[src/rtl/data_mem_pkg.sv]
// data_mem_pkg: shared types for the data memory controller.
// Holds the controller state encoding and the request opcode values.
package data_mem_pkg;

    typedef enum logic {
        ST_INIT  = 1'b0,
        ST_READY = 1'b1
    } state_e;

    localparam logic OP_READ  = 1'b0;
    localparam logic OP_WRITE = 1'b1;

endpackage

[src/rtl/data_mem_ctrl_dp_ram.sv]
// dp_ram: word storage with one synchronous write port and two
// asynchronous read ports (request side and debug side).
// Ports:
//   clk                : write clock
//   we_i/waddr_i/wdata_i : write port, applied on the rising edge
//   raddr_a_i/rdata_a_o  : request read port, combinational
//   raddr_b_i/rdata_b_o  : debug read port, combinational
module dp_ram #(
    parameter int DATA_W = 8,
    parameter int DEPTH  = 256,
    parameter int IDX_W  = (DEPTH > 1) ? $clog2(DEPTH) : 1
) (
    input  logic              clk,
    input  logic              we_i,
    input  logic [IDX_W-1:0]  waddr_i,
    input  logic [DATA_W-1:0] wdata_i,
    input  logic [IDX_W-1:0]  raddr_a_i,
    output logic [DATA_W-1:0] rdata_a_o,
    input  logic [IDX_W-1:0]  raddr_b_i,
    output logic [DATA_W-1:0] rdata_b_o
);

    // No reset on the array; the controller's clear sweep defines contents.
    logic [DATA_W-1:0] mem_q [DEPTH];

    always_ff @(posedge clk) begin
        if (we_i) begin
            mem_q[waddr_i] <= wdata_i;
        end
    end

    assign rdata_a_o = mem_q[raddr_a_i];
    assign rdata_b_o = mem_q[raddr_b_i];

endmodule

[src/rtl/data_mem_ctrl.sv]
// data_mem_ctrl: parametrised data memory with valid/ready request port,
// registered response, power-on clear sweep and out-of-range error flag.
// Ports:
//   clk, rst_n                 : clock, async active-low reset
//   req_valid/req_ready        : request handshake
//   req_write/req_addr/req_wdata : request payload
//   rsp_valid/rsp_ready        : response handshake
//   rsp_rdata/rsp_err          : response payload
//   dbg_addr/dbg_data          : combinational display read port
//   init_busy                  : clear sweep in progress
module data_mem_ctrl
    import data_mem_pkg::*;
#(
    parameter int DATA_W = 8,
    parameter int ADDR_W = 8,
    parameter int DEPTH  = 2**ADDR_W
) (
    input  logic              clk,
    input  logic              rst_n,
    input  logic              req_valid,
    output logic              req_ready,
    input  logic              req_write,
    input  logic [ADDR_W-1:0] req_addr,
    input  logic [DATA_W-1:0] req_wdata,
    output logic              rsp_valid,
    input  logic              rsp_ready,
    output logic [DATA_W-1:0] rsp_rdata,
    output logic              rsp_err,
    input  logic [ADDR_W-1:0] dbg_addr,
    output logic [DATA_W-1:0] dbg_data,
    output logic              init_busy
);

    localparam int IDX_W = (DEPTH > 1) ? $clog2(DEPTH) : 1;
    // One extra bit so DEPTH == 2**ADDR_W is representable.
    localparam logic [ADDR_W:0]  DEPTH_L  = (ADDR_W+1)'(DEPTH);
    localparam logic [IDX_W-1:0] LAST_IDX = IDX_W'(DEPTH - 1);

    state_e            state_q;
    logic [IDX_W-1:0]  clr_cnt_q;
    logic              rsp_valid_q, rsp_valid_d;
    logic [DATA_W-1:0] rsp_rdata_q, rsp_rdata_d;
    logic              rsp_err_q, rsp_err_d;

    logic              accept;
    logic              req_in_range;
    logic              dbg_in_range;
    logic              ram_we;
    logic [IDX_W-1:0]  ram_waddr;
    logic [DATA_W-1:0] ram_wdata;
    logic [DATA_W-1:0] ram_rdata;
    logic [DATA_W-1:0] ram_dbg;

    assign req_in_range = {1'b0, req_addr} < DEPTH_L;
    assign dbg_in_range = {1'b0, dbg_addr} < DEPTH_L;

    assign init_busy = (state_q == ST_INIT);
    assign req_ready = (state_q == ST_READY)
                    && (!rsp_valid_q || rsp_ready);
    assign accept    = req_valid && req_ready;

    // Write port: clear sweep owns it during INIT, requests afterwards.
    always_comb begin
        ram_we    = 1'b0;
        ram_waddr = clr_cnt_q;
        ram_wdata = '0;
        if (state_q == ST_INIT) begin
            ram_we = 1'b1;
        end else begin
            ram_we    = accept && req_in_range
                     && (req_write == OP_WRITE);
            ram_waddr = req_addr[IDX_W-1:0];
            ram_wdata = req_wdata;
        end
    end

    dp_ram #(
        .DATA_W (DATA_W),
        .DEPTH  (DEPTH),
        .IDX_W  (IDX_W)
    ) u_ram (
        .clk       (clk),
        .we_i      (ram_we),
        .waddr_i   (ram_waddr),
        .wdata_i   (ram_wdata),
        .raddr_a_i (req_addr[IDX_W-1:0]),
        .rdata_a_o (ram_rdata),
        .raddr_b_i (dbg_addr[IDX_W-1:0]),
        .rdata_b_o (ram_dbg)
    );

    assign dbg_data = dbg_in_range ? ram_dbg : '0;

    // Response register: load on accept, drop on handshake without
    // a new accept, otherwise hold.
    always_comb begin
        rsp_valid_d = rsp_valid_q;
        rsp_rdata_d = rsp_rdata_q;
        rsp_err_d   = rsp_err_q;
        if (accept) begin
            rsp_valid_d = 1'b1;
            if (!req_in_range) begin
                rsp_rdata_d = '0;
                rsp_err_d   = 1'b1;
            end else begin
                rsp_err_d = 1'b0;
                unique case (req_write)
                    OP_READ:  rsp_rdata_d = ram_rdata;
                    OP_WRITE: rsp_rdata_d = req_wdata;
                    default:  rsp_rdata_d = ram_rdata;
                endcase
            end
        end else if (rsp_valid_q && rsp_ready) begin
            rsp_valid_d = 1'b0;
        end
    end

    always_ff @(posedge clk or negedge rst_n) begin
        if (!rst_n) begin
            state_q     <= ST_INIT;
            clr_cnt_q   <= '0;
            rsp_valid_q <= 1'b0;
            rsp_rdata_q <= '0;
            rsp_err_q   <= 1'b0;
        end else begin
            rsp_valid_q <= rsp_valid_d;
            rsp_rdata_q <= rsp_rdata_d;
            rsp_err_q   <= rsp_err_d;
            unique case (state_q)
                ST_INIT: begin
                    if (clr_cnt_q == LAST_IDX) begin
                        state_q <= ST_READY;
                    end else begin
                        clr_cnt_q <= clr_cnt_q + IDX_W'(1);
                    end
                end
                ST_READY: begin
                    state_q <= ST_READY;
                end
                default: begin
                    state_q <= ST_INIT;
                end
            endcase
        end
    end

    assign rsp_valid = rsp_valid_q;
    assign rsp_rdata = rsp_rdata_q;
    assign rsp_err   = rsp_err_q;

endmodule

[config.mk]
export PLATFORM = sky130hd
export DESIGN_NAME = data_mem_ctrl
export DESIGN_NICKNAME = d
export VERILOG_FILES = /design/src/rtl/data_mem_pkg.sv /design/src/rtl/data_mem_ctrl_dp_ram.sv /design/src/rtl/data_mem_ctrl.sv
export SDC_FILE = /design/constraint.sdc
export NUM_CORES = 2
export LEC_CHECK = 0
export CAP_MARGIN = 20
export CELL_PAD_IN_SITES_DETAIL_PLACEMENT = 1
export CELL_PAD_IN_SITES_GLOBAL_PLACEMENT = 1
export CORE_MARGIN = 10
export CORE_UTILIZATION = 54
export DETAILED_ROUTE_END_ITERATION = 8
export GPL_ROUTABILITY_DRIVEN = 1
export PLACE_DENSITY = 0.79
export SKIP_LAST_GASP = 1
export SLEW_MARGIN = 25
export SYNTH_ARGS = -nofsm -noshare
export SYNTH_HDL_FRONTEND = slang
export SYNTH_HIERARCHICAL = 1
export SYNTH_SLANG_ARGS = --single-unit
[constraint.sdc]
create_clock -name clk -period 7.18 [get_ports clk]
set_input_delay 1.436 -clock clk [delete_from_list [all_inputs] [get_ports clk]]
set_output_delay 1.436 -clock clk [all_outputs]
set_load 0.01 [all_outputs]
## Yosys cells after proc, flatten, opt, wreduce, memory -nomap -nowiden

Memory sizes are Yosys's and may differ from the RTL's.
Cells that the tools add are included.

- Memories kept: 1
- RAM bits: 2048
- Bits in registers: 18
- Output and inout port bits: 20
- Bits of input ports: 29

- Mux-type cells: 10
- Reduce and logical (&&, ||, !) cells: 8
- Equality and inequality tests: 1
- Bitwise operators: 3
- Add/subtract/negate cells: 1

Memory list:

| name | words | width | rd ports | clocked after memory_dff | write ports | line | source |
|---|---|---|---|---|---|---|---|
| u_ram.mem_q | 256 | 8 | 2 | 0 | 1 | data_mem_ctrl_dp_ram.sv:24 | `logic [DATA_W-1:0] mem_q [DEPTH];` |

Operators with widths:

| operator | number |
|---|---|
| 2-to-1 mux 8 bit | 2 |
| case mux 8 bit (2 select lines) | 1 |
| adder 8 x 1 -> 8 bit, second input constant | 1 |
| == test 8 bit, second input constant | 1 |
| 2-to-1 mux 1 bit | 6 |
| logical AND 1 bit | 4 |
| NOT 1 bit | 3 |
| case mux 1 bit (2 select lines) | 1 |
| AND reduction 2 bit | 1 |
| nonzero test 2 bit | 1 |
| logical NOT 1 bit | 1 |
| logical OR 1 bit | 1 |

## Depth between registers and ports, before layout

- Word-level depth: 8
- Depth in mapped cells: 13
- Gate-level depth less buffers: 8

## Cells and area by module

Netlist, hierarchy kept.

By module, submodules not included:

| module | instances | sequential area each (um^2) | cells an instance | area each (um^2) |
|---|---|---|---|---|
| dp_ram | 1 | 61499.0 | 4831 | 96652.7 |
| data_mem_ctrl | 1 | 450.4 | 90 | 1059.8 |

## Worst setup path before layout

OpenSTA, ideal clock, no wires.

- Path type: in2reg
- From: input req_wdata[0]
- To: memory u_ram.mem_q[0][0], data pin
- Stages: 1
- Buffers on the path: 0
- Arrival: 4680 ps
- Required time: 6310 ps
- Setup time: 870 ps
- Setup slack: 1630 ps
- Path through: and2_1

- Word-level cells in the longest chain between the ends: 1

Ends and longest elaborated chain:

| element | line | source |
|---|---|---|
| from (decl) | data_mem_ctrl.sv:24 | `input logic [DATA_W-1:0] req_wdata,` |
| 2-to-1 mux 8 bit | data_mem_ctrl.sv:67 | `if (state_q == ST_INIT) begin` |
| to (decl) | data_mem_ctrl_dp_ram.sv:24 |  |

Every way passes these cells.

## Worst setup path after layout

- From: input dbg_addr[1]
- To: output dbg_data[7]

- Word-level cells in the longest chain between the ends: 1

Ends and longest elaborated chain:

| element | line | source |
|---|---|---|
| from (decl) | data_mem_ctrl.sv:29 | `input logic [ADDR_W-1:0] dbg_addr,` |
| memory (256 x 8 bit) | -- |  |
| to (decl) | data_mem_ctrl.sv:30 | `output logic [DATA_W-1:0] dbg_data,` |

Every way passes these cells.

==> flow_summary_export.csv <==
group,metric,value,unit
run_status,status,"finished, violations left",
run_status,failed_checks,"setup timing",
synthesis,synth_cell_types,77,
synthesis,syn_nets,4951,
cells_and_area,drive_gt1_share,35.01,%
clocking,clk_latency,0.88,ns
critical_path,critPathRequiredTime,5.74,ns
cells_and_area,fill_cells,15140,
clocking,cts_buffer_depth,3,
synthesis,netlist_area,97710,um^2
timing,drv_slew,0,
synthesis,synth_top_area_share,62.94,%
global_routing,grt_start_max_net_pins,257,
run,maxCapViolations,0,
power,p_per_area,234.6,nW/um^2
cells_and_area,final_cell_area,108600,um^2
cells_and_area,syn_to_final_growth,11.13,%
timing,setup_viol,1,
timing,fin_crit,7.203,ns
synthesis,synth_edf_count,2048,
critical_path,cp-end-kind,"output pin",
synthesis,synth_mux_area_share,27.38,%
cells_and_area,nets,5122,
timing,rsz0062_at_grt,"no",
timing,finalHoldViolCount,0,
routing,viasPerCell,7.644,
place,dpl.hpwl,208200,um
floorplan,start_util,54.18,%
timing,worst_pin_slew,1.174,ns
timing,relSlewSlack,21.43,%
place,placed_cell_area,101500,um^2
routing,dr_total_vias,58440,
synthesis,synthTopCellsByArea,"edfxtp_1, mux4_2, mux2i_1",
clocking,clock_sinks,2066,
synthesis,ys_async_sr_fraction,0.8712,%
floorplan,core-area,180400,um^2
power,peakVddDrop,0.2667,mV
routing,ant_nets,0,
timing,fmax,138.8,MHz
routing,dr.pass1.iters,6,
power,leakage,28.00,nW
global_routing,grt_antenna_before_repair,12,
synthesis,synth_top_family_by_area,"multiplexers",
critical_path,critPathArrivalTime,5.77,ns
synthesis,ys.flop_type,"edfxtp_1",
clocking,h-tree-depth,4,
cells_and_area,seq_area,61950,um^2
global_routing,grt_pass1_vias,59940,
global_routing,grt-ovfl-total,0,
timing,min_period_over_period,100.3,%
routing,wl,325900,um
routing,drt_iter0_markers,10120,
floorplan,fp.dieW,445.4,um
place,post-place-ws,-0.01476,ns
clocking,cts_buffers,207,
worst_hold_path,hp-class,"reg2reg",
synthesis,synth_simple_gate_area_share,2.836,%
synthesis,synth_compound_area_share,3.599,%
floorplan,num_rows,156,
floorplan,ioPinCount,49,
cells_and_area,layout_common_cells,"edfxtp_1, mux4_2, buf_4",
clocking,tritoncts,"built",
floorplan,die_area,198400,um^2
synthesis,seq_area_frac_synth,63.40,%
global_routing,track_usage,32.66,%
critical_path,cp-start-kind,"input pin",
place,place_congestion,0.9119,
clocking,cts_hold_buffers,0,
clocking,root_buffer,"clkbuf_16",
synthesis,syn_inst,4921,
synthesis,synth_xor_area_share,0.008963,%
synthesis,avgSynthCellArea,19.86,um^2
routing,post_drt_wl_per_cell,42.63,um
cells_and_area,final_common_cell,"edfxtp_1",
critical_path,cp_max_fo,52,
synthesis,synth_top_area_cell,"edfxtp_1",
global_routing,grt_pass1_wl,462000,um
critical_path,critPathKind,"in2out",
synthesis,synth_warnings,6,
timing,finalWorstSetupSlack,-0.02323,ns
routing,drc_errors,0,
place,portBuffers,47,
synthesis,ys_ff_latch,2066,
clocking,clk_pin_slew,0.06,ns
timing,clock_skew,0.03959,ns
cells_and_area,multiInputGateArea,33270,um^2
synthesis,synth_fa_ha_area_share,0.01280,%
floorplan,die_h,445.4,um
## through the flow
step	hold WS [ns]	power (mW)	setup TNS (ns)	utilization, %	cells
2_1_floorplan	0.4821	14.13	0	-	4921
3_3_place_gp	0.4897	14.61	0	56.24	7249
3_5_place_dp	0.5003	14.62	-0.01476	56.26	7249
4_1_cts	0.5138	25.49	0	60.06	7633
5_1_grt	0.5289	26.06	0	60.19	7637
6_report	0.5108	25.47	-0.02323	60.21	7645
## logic make-up (layout without fill, tap and decap cells)
| group | Yosys count | in the layout |
|---|---|---|
| AO/OA/AOI/OAI | 479 | 479 |
| multiplexers | 1351 | 1351 |
| buffers and inverters | 409 | 755 |
| flip-flops | 2066 | 2066 |
| other | 1 | 9 |
| adder cells (fa/ha/maj) | 1 | 1 |
| XOR/XNOR | 1 | 1 |
| AND/OR/NAND/NOR | 613 | 613 |
## state kept, by name (all words and copies together), names as in the netlist
| register | flops |
|---|---|
| clr_cnt_q | 8 |
| rsp_rdata | 8 |
| rsp_valid | 1 |
| state_q | 1 |
| u_ram/mem_q | 2048 |
## synth_stat cells, types with 8 or more instances
| library cell | n |
|---|---|
| edfxtp_1 | 2048 |
| mux4_2 | 1051 |
| nor2_1 | 298 |
| mux2i_1 | 236 |
| clkbuf_1 | 138 |
| nand2_1 | 115 |
| buf_2 | 106 |
| a21oi_1 | 82 |
| o221ai_1 | 65 |
| a22oi_1 | 62 |
| mux2_2 | 62 |
| nand3_1 | 54 |
| o22ai_1 | 48 |
| buf_6 | 45 |
| buf_4 | 43 |
| buf_8 | 35 |
| o21ai_0 | 35 |
| a221oi_1 | 32 |
| a211oi_1 | 28 |
| nor2b_1 | 28 |
| buf_1 | 25 |
| a22o_1 | 22 |
| and2_1 | 21 |
| nor3_1 | 21 |
| dfrtp_1 | 18 |
| nand4_1 | 14 |
| o211ai_1 | 14 |
| nand2b_1 | 13 |
| o31ai_1 | 11 |
| a221o_1 | 10 |
| a2bb2oi_1 | 9 |
| a31oi_1 | 8 |
| buf_12 | 8 |
## area by class of cell
type | instances | area share (%)
antenna | 8 | 0.01844
inverter | 8 | 0.03111
clock inverter | 125 | 1.215
sequential | 2066 | 57.05
multi-input combinational | 2446 | 30.64
tap | 2370 | 2.731
clock buffer | 259 | 5.085
timing repair buffer | 363 | 3.230
## power by group
group          internal, mW  switching [mW]  total (mW)
registers              13.0               0        13.0
clock network          6.31            4.76        11.1
logic                 0.480           0.883        1.36
total                  19.8            5.64        25.5
## worst paths after layout
path	startpoint	endpoint	slack, ns	cells past startpoint
max	dbg_addr[1]	dbg_data[7]	-0.02	11
min in group asynchronous	rst_n	rsp_rdata[2]$_DFFE_PN0P_	0.94	2
max reg2reg	state_q$_DFF_PN0_	u_ram/mem_q[42][5]$_DFFE_PP_	2.61	6
min reg2reg	rsp_rdata[1]$_DFFE_PN0P_	rsp_rdata[1]$_DFFE_PN0P_	0.51	1
max in group asynchronous	rst_n	state_q$_DFF_PN0_	5.93	2
min	rsp_rdata[1]$_DFFE_PN0P_	rsp_rdata[1]$_DFFE_PN0P_	0.51	1
## critical path: stages
cell and delay, ns:
buf_8 0.51, nand2_1 0.12, buf_4 0.30, o221ai_1 0.42, o22ai_1 0.18, a211oi_1 0.81, a211oi_1 0.33, buf_4 0.24
a311oi_2 0.58, buf_4 0.21, clkdlybuf4s50_1 0.55
## per-layer routing
layer / track usage, % / vias to the layer above / wire length [um]
met5: 0 / - / 77
met2: 50.12 / 5051 / 151500
met3: 9.648 / 960 / 44730
met4: 15.82 / 12 / 19080
li1: - / 21670 / -
met1: 43.09 / 30750 / 110500
## repair_timing
action                     in CTS  in global routing
cloned                          0                  0
hold endpoints to repair        0                  0
gates resized for setup         2                  1
setup endpoints to repair       2                  1
pin swaps                       0                  0
setup buffers                   0                  0
No activity file was read; power rests on OpenSTA's default activity.
==> edit (same flow settings) <==
Reset style: synchronous (`rst_n`), changed in one clocked block. Comments in the files are not updated.
--- a/src/rtl/data_mem_ctrl.sv
+++ b/src/rtl/data_mem_ctrl.sv
@@ -116,5 +116,5 @@
     end
 
-    always_ff @(posedge clk or negedge rst_n) begin
+    always_ff @(posedge clk) begin
         if (!rst_n) begin
             state_q     <= ST_INIT;
Function: not settled (the Yosys comparison gave no result); the edit may change what the design does.
==> edit against the unedited design <==
The run still ends with negative setup slack left. Sequential cell count unchanged. Wire length is 0.12% higher. Power grew 1.7%. Worst setup slack worse by 30 ps. Clock power decreased by 4%. Non-clock buffer count rose by 54. Core utilization hardly changed. Global-route usage shrank 0.054 points. Cell count grew 0.82%. Design area hardly changed. Critical path depth is 1 higher. Area after synthesis barely moved. Hold slack gained 59 ps.
==> edit: results <==
export IMPL_clock_area_share_pct=6.02
export IMPL_cp_arrival_ps=5800
export IMPL_place_inst=7323
export IMPL_slew_headroom_pct=17.3
export IMPL_final_cells=7708
export IMPL_setup_ws_ps=-53.0
export IMPL_ff_latch_area_um2=61900
export IMPL_grt_first_pass_wirelength_mm=463
export IMPL_cts_buffers=208
export IMPL_ys_seq_area_share_pct=63.3
export IMPL_leakage_uw=0.0363
export IMPL_synthDistinctLibCells=79
export IMPL_endpoint="dbg_data[5]"
export IMPL_preCtsSetupSlack_ps=-43.6
export IMPL_skew_ps=46.7
export IMPL_synthXorXnorAreaFrac_pct=0
export IMPL_synth_area_top_cells="edfxtp_1 (63%), mux4_2 (24%), mux2i_1 (2.5%), nor2_1 (1.1%), o221ai_1 (0.58%)"
export IMPL_r2r_slack_ps=2310
export IMPL_grt_max_degree=253
export IMPL_grt_antenna_before_repair=13
export IMPL_wirelength_mm=326
export IMPL_cts_resized_gates=1
export IMPL_met3_usage_pct=9.31
export IMPL_ys_top_cells_by_count="edfxtp_1 (2048), mux4_2 (1051), nor2_1 (299), mux2i_1 (246), clkbuf_1 (138)"
export IMPL_ir_worst_vdd_mv=0.273
export IMPL_place_congestion=0.903
export IMPL_syn_num_nets=4977
export IMPL_synth_compound_area_share_pct=3.75
export IMPL_holdWs_ps=570
export IMPL_failed_checks="negative setup slack"
export IMPL_multi_input_area_share_pct=30.7
export IMPL_pwr_share_comb_pct=8.2
export IMPL_clockPowerShare_pct=41.3
export IMPL_setup_viol_count_final=1
export IMPL_layout_nets=5197
export IMPL_gr_usage_met2_pct=50.1
export IMPL_netlist_instances=4947
export IMPL_fillers=15100
export IMPL_layout_nonclk_buf_share_pct=3.56
export IMPL_status="finished, violations left"
export IMPL_drive_gt1_share_pct=34.4
export IMPL_buffers=417
export IMPL_synthArstFlopShare_pct=0
export IMPL_hp_start="rsp_rdata[0]$_SDFFE_PN0P_"
export IMPL_power_density_nw_per_um2=239
export IMPL_switchingPower_uw=5980
export IMPL_synthMuxAreaShare_pct=27.3
export IMPL_min_path_cells=2
edit: cell types whose count changed after synthesis, moves of 3 or more:
cell      unedited run  this run
nand4b_1             0         3
dfxtp_1              0        18
mux2i_1            236       246
mux2_2              62        46
nand2_1            115       121
a31oi_1              8        13
a211oi_1            28        39
dfrtp_1             18         0
edit: per-stage QoR:
stage                     setup TNS, ps  total power (uW)
after floorplan                       0             14600
after global routing                  0             26500
after detailed placement          -43.6             15400
after global placement             -341             15300
final                             -53.0             25900
after CTS                             0             25900
edit: critical path, stage by stage:
cell and delay (ps):
buf_8 340, buf_12 290, buf_4 450, mux2i_1 180, o221ai_1 420, o22ai_1 170, a211oi_1 620, a211oi_1 140
buf_4 190, nor4_2 700, buf_4 250, clkdlybuf4s50_1 540
edit: per-layer routing:
metal | vias to the layer above | part of all wire (%)
met2 | 4857 | 46
met3 | 901 | 14
met1 | 31000 | 35
met4 | 12 | 5.6
met5 | - | 0.021
li1 | 21900 | -
